--- src/rtl/lsu_pkg.sv ---
// Shared definitions for the load/store pipeline stage: memOp codes, FSM states,
// bus field offsets and op decode helpers.
package lsu_pkg;

    localparam logic [3:0] OP_NONE = 4'h0;
    localparam logic [3:0] OP_LB   = 4'h1;
    localparam logic [3:0] OP_LH   = 4'h2;
    localparam logic [3:0] OP_LW   = 4'h3;
    localparam logic [3:0] OP_LBU  = 4'h4;
    localparam logic [3:0] OP_LHU  = 4'h5;
    localparam logic [3:0] OP_LWU  = 4'h6;
    localparam logic [3:0] OP_LD   = 4'h7;
    localparam logic [3:0] OP_SB   = 4'h9;
    localparam logic [3:0] OP_SH   = 4'hA;
    localparam logic [3:0] OP_SW   = 4'hB;
    localparam logic [3:0] OP_SD   = 4'hC;

    typedef enum logic [1:0] {
        ST_IDLE = 2'd0,
        ST_REQ  = 2'd1,
        ST_WAIT = 2'd2,
        ST_DONE = 2'd3
    } lsu_state_e;

    // EXE->MEM bus: {regW, regAddr, aluRes, storeData, memOp[3:0]}
    function automatic int unsigned exe_sd_lsb();
        return 4;
    endfunction

    function automatic int unsigned exe_alu_lsb(input int unsigned dw);
        return dw + 4;
    endfunction

    function automatic int unsigned exe_ra_lsb(input int unsigned dw);
        return 2 * dw + 4;
    endfunction

    function automatic int unsigned exe_rw_bit(input int unsigned aw, input int unsigned dw);
        return 2 * dw + aw + 4;
    endfunction

    // MEM->WB bus: {misalign, regW, regAddr, regData}
    function automatic int unsigned wb_ra_lsb(input int unsigned dw);
        return dw;
    endfunction

    function automatic int unsigned wb_rw_bit(input int unsigned aw, input int unsigned dw);
        return dw + aw;
    endfunction

    function automatic int unsigned wb_mis_bit(input int unsigned aw, input int unsigned dw);
        return dw + aw + 1;
    endfunction

    // 64-bit-only codes and unused codes collapse to OP_NONE
    function automatic logic [3:0] op_legalize(input logic [3:0] op, input int unsigned dw);
        logic [3:0] res;
        res = OP_NONE;
        case (op)
            OP_LB, OP_LH, OP_LW, OP_LBU, OP_LHU, OP_SB, OP_SH, OP_SW: res = op;
            OP_LWU, OP_LD, OP_SD: res = (dw == 64) ? op : OP_NONE;
            default: res = OP_NONE;
        endcase
        return res;
    endfunction

    function automatic logic [1:0] op_size_log2(input logic [3:0] op);
        logic [1:0] res;
        res = 2'd0;
        case (op)
            OP_LH, OP_LHU, OP_SH:  res = 2'd1;
            OP_LW, OP_LWU, OP_SW:  res = 2'd2;
            OP_LD, OP_SD:          res = 2'd3;
            default:               res = 2'd0;
        endcase
        return res;
    endfunction

    function automatic logic op_is_load(input logic [3:0] op);
        return (op >= OP_LB) && (op <= OP_LD);
    endfunction

    function automatic logic op_is_store(input logic [3:0] op);
        return (op >= OP_SB) && (op <= OP_SD);
    endfunction

endpackage

--- src/rtl/lsu_align.sv ---
// Byte-lane alignment: store data/strobe placement and load extraction with extension.
module lsu_align
    import lsu_pkg::*;
#(
    parameter  int unsigned DATA_WIDTH = 32,
    localparam int unsigned NB         = DATA_WIDTH / 8,
    localparam int unsigned OB         = $clog2(NB)
) (
    input  logic [3:0]            i_op,
    input  logic [OB-1:0]         i_off,
    input  logic [DATA_WIDTH-1:0] i_store_data,
    input  logic [DATA_WIDTH-1:0] i_rdata,
    output logic [DATA_WIDTH-1:0] o_wdata_c,
    output logic [NB-1:0]         o_wstrb_c,
    output logic [DATA_WIDTH-1:0] o_ldata_c
);

    logic [DATA_WIDTH-1:0] w_sh;
    logic [NB-1:0]         w_mask;

    always_comb begin
        w_mask = '0;
        case (op_size_log2(i_op))
            2'd0:    w_mask = NB'(1);
            2'd1:    w_mask = NB'(3);
            2'd2:    w_mask = NB'(15);
            default: w_mask = NB'(255);
        endcase

        o_wdata_c = i_store_data << {i_off, 3'b000};
        o_wstrb_c = op_is_store(i_op) ? NB'(w_mask << i_off) : '0;

        // sized casts of signed slices sign-extend; of unsigned slices zero-extend
        w_sh = i_rdata >> {i_off, 3'b000};
        case (i_op)
            OP_LB:   o_ldata_c = DATA_WIDTH'($signed(w_sh[7:0]));
            OP_LH:   o_ldata_c = DATA_WIDTH'($signed(w_sh[15:0]));
            OP_LW:   o_ldata_c = DATA_WIDTH'($signed(w_sh[31:0]));
            OP_LBU:  o_ldata_c = DATA_WIDTH'(w_sh[7:0]);
            OP_LHU:  o_ldata_c = DATA_WIDTH'(w_sh[15:0]);
            OP_LWU:  o_ldata_c = DATA_WIDTH'(w_sh[31:0]);
            default: o_ldata_c = w_sh;
        endcase
    end

endmodule

--- src/rtl/lsu_stage.sv ---
// Memory stage between EXE and WB: one dmem transaction in flight, misalignment
// detection, and a registered write-back bus.
module lsu_stage
    import lsu_pkg::*;
#(
    parameter  int unsigned ADDR_WIDTH = 5,
    parameter  int unsigned DATA_WIDTH = 32,
    localparam int unsigned NB         = DATA_WIDTH / 8,
    localparam int unsigned OB         = $clog2(NB),
    localparam int unsigned EXE_W      = 2 * DATA_WIDTH + ADDR_WIDTH + 5,
    localparam int unsigned WB_W       = DATA_WIDTH + ADDR_WIDTH + 2
) (
    input  logic                  clk,
    input  logic                  rst,
    input  logic [EXE_W-1:0]      exe_to_mem_bus,
    input  logic                  exe_to_mem_valid,
    output logic                  mem_to_exe_ready,
    output logic [WB_W-1:0]       mem_to_wb_bus,
    output logic                  mem_to_wb_valid,
    input  logic                  wb_to_mem_ready,
    output logic                  dmem_req_valid,
    input  logic                  dmem_req_ready,
    output logic                  dmem_req_wen,
    output logic [DATA_WIDTH-1:0] dmem_req_addr,
    output logic [DATA_WIDTH-1:0] dmem_req_wdata,
    output logic [NB-1:0]         dmem_req_wstrb,
    input  logic                  dmem_rsp_valid,
    input  logic [DATA_WIDTH-1:0] dmem_rsp_rdata
);

    localparam int unsigned SD_LSB  = exe_sd_lsb();
    localparam int unsigned ALU_LSB = exe_alu_lsb(DATA_WIDTH);
    localparam int unsigned RA_LSB  = exe_ra_lsb(DATA_WIDTH);
    localparam int unsigned RW_BIT  = exe_rw_bit(ADDR_WIDTH, DATA_WIDTH);

    lsu_state_e              r_state, w_state;
    logic [3:0]              r_op, w_op;
    logic [DATA_WIDTH-1:0]   r_alu, w_alu;
    logic [DATA_WIDTH-1:0]   r_sd, w_sd;
    logic                    r_regw, w_regw;
    logic [ADDR_WIDTH-1:0]   r_regaddr, w_regaddr;
    logic                    r_wb_mis, w_wb_mis;
    logic                    r_wb_regw, w_wb_regw;
    logic [ADDR_WIDTH-1:0]   r_wb_regaddr, w_wb_regaddr;
    logic [DATA_WIDTH-1:0]   r_wb_data, w_wb_data;

    logic [3:0]              w_in_op;
    logic [DATA_WIDTH-1:0]   w_in_alu;
    logic [DATA_WIDTH-1:0]   w_in_sd;
    logic [ADDR_WIDTH-1:0]   w_in_regaddr;
    logic                    w_in_regw;
    logic [3:0]              w_in_szmask;
    logic                    w_in_mem;
    logic                    w_in_mis;
    logic                    w_take;

    logic [DATA_WIDTH-1:0]   w_wdata;
    logic [NB-1:0]           w_wstrb;
    logic [DATA_WIDTH-1:0]   w_ldata;

    assign w_in_op      = op_legalize(exe_to_mem_bus[3:0], DATA_WIDTH);
    assign w_in_sd      = exe_to_mem_bus[SD_LSB +: DATA_WIDTH];
    assign w_in_alu     = exe_to_mem_bus[ALU_LSB +: DATA_WIDTH];
    assign w_in_regaddr = exe_to_mem_bus[RA_LSB +: ADDR_WIDTH];
    assign w_in_regw    = exe_to_mem_bus[RW_BIT];
    assign w_in_szmask  = 4'((4'd1 << op_size_log2(w_in_op)) - 4'd1);
    assign w_in_mem     = op_is_load(w_in_op) | op_is_store(w_in_op);
    assign w_in_mis     = w_in_mem & (|(4'(w_in_alu[OB-1:0]) & w_in_szmask));

    // Alignment operates only on registered transaction state
    lsu_align #(.DATA_WIDTH(DATA_WIDTH)) u_align (
        .i_op         (r_op),
        .i_off        (r_alu[OB-1:0]),
        .i_store_data (r_sd),
        .i_rdata      (dmem_rsp_rdata),
        .o_wdata_c    (w_wdata),
        .o_wstrb_c    (w_wstrb),
        .o_ldata_c    (w_ldata)
    );

    always_ff @(posedge clk) begin
        if (!rst) begin
            r_state      <= ST_IDLE;
            r_op         <= OP_NONE;
            r_alu        <= '0;
            r_sd         <= '0;
            r_regw       <= 1'b0;
            r_regaddr    <= '0;
            r_wb_mis     <= 1'b0;
            r_wb_regw    <= 1'b0;
            r_wb_regaddr <= '0;
            r_wb_data    <= '0;
        end else begin
            r_state      <= w_state;
            r_op         <= w_op;
            r_alu        <= w_alu;
            r_sd         <= w_sd;
            r_regw       <= w_regw;
            r_regaddr    <= w_regaddr;
            r_wb_mis     <= w_wb_mis;
            r_wb_regw    <= w_wb_regw;
            r_wb_regaddr <= w_wb_regaddr;
            r_wb_data    <= w_wb_data;
        end
    end

    always_comb begin
        w_state      = r_state;
        w_op         = r_op;
        w_alu        = r_alu;
        w_sd         = r_sd;
        w_regw       = r_regw;
        w_regaddr    = r_regaddr;
        w_wb_mis     = r_wb_mis;
        w_wb_regw    = r_wb_regw;
        w_wb_regaddr = r_wb_regaddr;
        w_wb_data    = r_wb_data;
        w_take       = 1'b0;

        case (r_state)
            ST_IDLE: w_take = exe_to_mem_valid;
            ST_REQ: begin
                if (dmem_req_ready) w_state = ST_WAIT;
            end
            ST_WAIT: begin
                if (dmem_rsp_valid) begin
                    w_state      = ST_DONE;
                    w_wb_mis     = 1'b0;
                    w_wb_regw    = op_is_store(r_op) ? 1'b0 : r_regw;
                    w_wb_regaddr = r_regaddr;
                    w_wb_data    = op_is_load(r_op) ? w_ldata : r_alu;
                end
            end
            ST_DONE: begin
                if (wb_to_mem_ready) begin
                    w_take  = exe_to_mem_valid;
                    w_state = ST_IDLE;
                end
            end
            default: w_state = ST_IDLE;
        endcase

        // Bus acceptance is shared by IDLE and the pipelined DONE release
        if (w_take) begin
            w_op      = w_in_op;
            w_alu     = w_in_alu;
            w_sd      = w_in_sd;
            w_regw    = w_in_regw;
            w_regaddr = w_in_regaddr;
            if (w_in_mem && !w_in_mis) begin
                w_state = ST_REQ;
            end else begin
                w_state      = ST_DONE;
                w_wb_mis     = w_in_mis;
                w_wb_regw    = w_in_mis ? 1'b0 : w_in_regw;
                w_wb_regaddr = w_in_regaddr;
                w_wb_data    = w_in_alu;
            end
        end
    end

    assign mem_to_exe_ready = (r_state == ST_IDLE) | ((r_state == ST_DONE) & wb_to_mem_ready);
    assign mem_to_wb_valid  = (r_state == ST_DONE);
    assign mem_to_wb_bus    = {r_wb_mis, r_wb_regw, r_wb_regaddr, r_wb_data};
    assign dmem_req_valid   = (r_state == ST_REQ);
    assign dmem_req_wen     = op_is_store(r_op);
    assign dmem_req_addr    = {r_alu[DATA_WIDTH-1:OB], {OB{1'b0}}};
    assign dmem_req_wdata   = w_wdata;
    assign dmem_req_wstrb   = w_wstrb;

endmodule

--- config.mk ---
export PLATFORM = sky130hd
export DESIGN_NAME = lsu_stage
export DESIGN_NICKNAME = d
export VERILOG_FILES = /design/src/rtl/lsu_pkg.sv /design/src/rtl/lsu_align.sv /design/src/rtl/lsu_stage.sv
export SDC_FILE = /design/constraint.sdc
export NUM_CORES = 1
export LEC_CHECK = 0
export BUFFER_PORTS_ARGS = -buffer_cell sky130_fd_sc_hd__buf_2
export CORE_ASPECT_RATIO = 0.9
export CORE_MARGIN = 2
export CORE_UTILIZATION = 30
export CTS_BUF_LIST = sky130_fd_sc_hd__clkbuf_8 sky130_fd_sc_hd__clkbuf_16
export CTS_CLUSTER_DIAMETER = 200
export DETAILED_ROUTE_END_ITERATION = 8
export GPL_ROUTABILITY_DRIVEN = 0
export MAX_ROUTING_LAYER = met4
export SYNTH_ARGS = -nofsm -noshare
export SYNTH_HDL_FRONTEND = slang
export SYNTH_HIERARCHICAL = 1
export SYNTH_SLANG_ARGS = --single-unit
--- constraint.sdc ---
create_clock -name clk -period 4 [get_ports clk]
set_input_delay 0.4 -clock clk [delete_from_list [all_inputs] [get_ports clk]]
set_output_delay 0.4 -clock clk [all_outputs]
set_load 0.05 [all_outputs]
==> results.md <==
- Final setup vio count: 0
- Detailed Routing Iterations Pass 1: 5
- Ys flop type: dfxtp_1
- Ys Warns: 6
- IO Count: 223
- Sequential fraction of the synthesis area: 33.55%
- Status: complete, no violations
- Initial antenna violation count: 5
- Post-CTS setup buffer count: 0
- Avg WL per Cell: 18.16 um
- Row count: 52
- Rel. slew slack: 22.12%
- Max clock buf depth: 2
- Starting DRT DRC Count: 628
- Maximum vdd drop: 0.0003630 V
- Layout area overhead: 23.90%
- Fin crit share: 81.33%
- Port Buffer Count: 220
- Sequential power share: 26.3%
- Setup CP Type: reg -> out
- P_sw: 3.217 mW
- Synth Instances: 896
- Unique masters post-synth: 55
- TritonCTS clock tree: yes
- Initial core utilization: 30.57%
- Final number of max-transition violations: 0
- Hold Path Depth: 3
- Post-CTS resize count: 0
- Core area: 22450 um^2
- Congestion Overflow GR: 0
- First-pass GRT wire length: 36850 um
- Die W: 163.4 um
- Worst r2r path cells: 7
- Post-Place Worst Slack: 1232 ps
- Cell Count Post-Placement: 1309
- Max-Cap Viols: 0
- Final HPWL DP: 17210 um
- Final setup margin: 746.7 ps
- Worst EP required: 3600 ps
- Hold Slack: 227.6 ps
- Lkg Pwr: 3.650 nW
- # clock sinks: 115
- Int Pwr: 3.531 mW
- Share of cells above drive strength 1: 26.82%
- Inserted Clock Buffers: 17
- Placed Instance Area: 7824 um^2
- Clock Power Share: 25.5%
- Sw Share: 47.68%
- Largest net degree at the start of global routing: 61
- Die area: 24100 um^2
- Least-Margin Pin Slew: 1164 ps
- Kind of end point of the critical path: output pin
- Hold_buf cts: 0
- Fmax: 307.4 MHz
- Final core occ: 37.88%
- Synthesized cell area: 6863 um^2
- Post-synth EDFFs: 0
- Post-Route WL: 24480 um
- CP max FO: 40
- CTS clk-pin slew, worst paths: 60 ps
- Die height: 147.5 um
- Overall Power: 6.748 mW
- RSZ-0062 raised after global routing: no
- Setup TNS: 0 ps
- Drt drc: 0
- Hold Vio Cnt, Final: 0
- Post-DRT Antenna Nets: 0
- Design Area, Final: 8503 um^2
- Worst EP arrival: 2850 ps
- HP Class: in -> reg
- Fin cells: 1348
- FF+latch count, synth: 115
- Synth async-reset ratio: 0%
- Routed vias: 6892
- Fin nets: 1148
- Average cell area after synthesis: 7.659 um^2
- Min cycle time layout: 3253 ps
- Layout Skew: 7.849 ps
- Htree depth: 4
- Clock Tree Root: clkbuf_16
- Vias in the first global route: 6403
- Critical Path Start Type: flip-flop
- FF-to-FF setup slack: 1200 ps
- Clock latency on the worst-skew pair: 420 ps
- Power per cell area: 793.6 nW/um^2
- DR vias/cell: 5.113
- Combinational share of power: 48.2%
- Gr usage total: 20.34%
-- worst max-delay path: stages (launching register included) --
cell,delay [ps]
dfxtp_2,480
buf_4,350
nor2_1,930
a21oi_1,180
o2111a_1,280
buf_2,210
-- cells in the mapped netlist, types with 2 or more instances --
| cell | count | share of area [%] |
|---|---|---|
| o221ai_1 | 8 | 1.0 |
| o21ai_0 | 57 | 4.2 |
| nor2_1 | 76 | 4.2 |
| o31ai_1 | 2 | 0.22 |
| inv_1 | 5 | 0.27 |
| nand2_1 | 178 | 9.7 |
| a211o_1 | 35 | 4.5 |
| a2bb2oi_1 | 8 | 1.0 |
| o211ai_1 | 8 | 0.88 |
| dfxtp_1 | 115 | 34 |
| buf_6 | 6 | 0.98 |
| a21oi_2 | 2 | 0.26 |
| ha_1 | 5 | 0.91 |
| o2bb2a_1 | 5 | 0.73 |
| o2111ai_1 | 8 | 1.0 |
| mux2i_1 | 67 | 9.8 |
| nor3b_1 | 2 | 0.22 |
| nor2b_1 | 20 | 1.8 |
| nand3_1 | 3 | 0.22 |
| clkbuf_1 | 49 | 2.7 |
| nor4_1 | 33 | 3.0 |
| nor3_1 | 3 | 0.22 |
| buf_4 | 39 | 4.3 |
| buf_2 | 22 | 1.6 |
| and2_1 | 11 | 1.0 |
| or2_2 | 2 | 0.18 |
| a21oi_1 | 85 | 6.2 |
| a211oi_1 | 15 | 1.6 |
-- power by group through the flow --
stage	sequential [mW]	clock, mW	combinational, mW
after floorplan	2.12	0	2.24
after global placement	1.79	0	3.22
after detailed placement	1.79	0	3.26
after CTS	1.77	1.76	3.26
after global routing	1.81	1.81	3.49
final	1.77	1.72	3.25
-- flip-flops by register name, indices dropped and copies added (netlist names) --
register and flops:
r_wb_data 32, r_wb_regw 1, r_wb_mis 1, r_state 2
r_op 4, r_regw 1, r_sd 32, r_regaddr 5
r_wb_regaddr 5, r_alu 32
-- cells by family (layout without fill, tap and decap cells) --
kind of cell	count (synthesis)	in the layout	synth area share (%)
AND/OR/NAND/NOR	338	338	22.10
AO/OA/AOI/OAI	244	244	23.17
buffers and inverters	124	271	9.991
flip-flops	115	115	33.55
multiplexers	68	68	10.10
adder cells (fa/ha/maj)	5	5	0.9116
other	1	9	0.05464
XOR/XNOR	1	1	0.1276
-- worst paths after layout --
kind	startpoint	end
min reg2reg	r_sd[27]	r_sd[27]
max reg2reg	r_alu[1]	r_wb_data[31]
max	r_alu[1]	dmem_req_wstrb[2]
min	exe_to_mem_bus[32]	r_sd[28]
-- per-layer routing --
| metal | wire length [um] | share of wire, % | GRT usage [%] | vias to the layer above |
|---|---|---|---|---|
| met5 | 0 | 0 | - | - |
| met4 | 356 | 1.5 | 5.177 | 0 |
| met3 | 1550 | 6.3 | 5.051 | 20 |
| met2 | 11250 | 46 | 31.75 | 231 |
| met1 | 11320 | 46 | 26.33 | 3245 |
| li1 | - | - | - | 3396 |
-- cell type report --
| cell class | count | area (um^2) |
|---|---|---|
| well taps | 297 | 371.6 |
| flip-flops and latches | 115 | 2305 |
| clock inverters | 11 | 181.4 |
| repair buffers | 233 | 1224 |
| multi-input cells | 658 | 3901 |
| inverters | 6 | 22.52 |
| fillers | 2371 | 13940 |
| diodes | 7 | 17.52 |
| clock buffers | 21 | 480.5 |
-- placed cells by master (no fill, tap or decap), types with 3 or more instances in the layout --
cell type  Yosys  layout
a211o_1       35      35
a211oi_1      15      15
a21oi_1       85      85
a2bb2oi_1      8       8
and2_1        11      11
buf_2         22     220
buf_4         39      11
bufinv_16      0       5
clkbuf_16      0      17
clkbuf_8       0       4
clkinv_2       0       3
dfxtp_1      115     113
diode_2        0       7
ha_1           5       5
inv_1          5       7
mux2i_1       67      67
nand2_1      178     177
nand3_1        3       3
nor2_1        76      76
nor2b_1       20      20
nor3_1         3       3
nor4_1        33      33
o2111ai_1      8       8
o211ai_1       8       8
o21ai_0       57      57
o221ai_1       8       8
o2bb2a_1       5       5
Power figures use the tool's default switching activity.
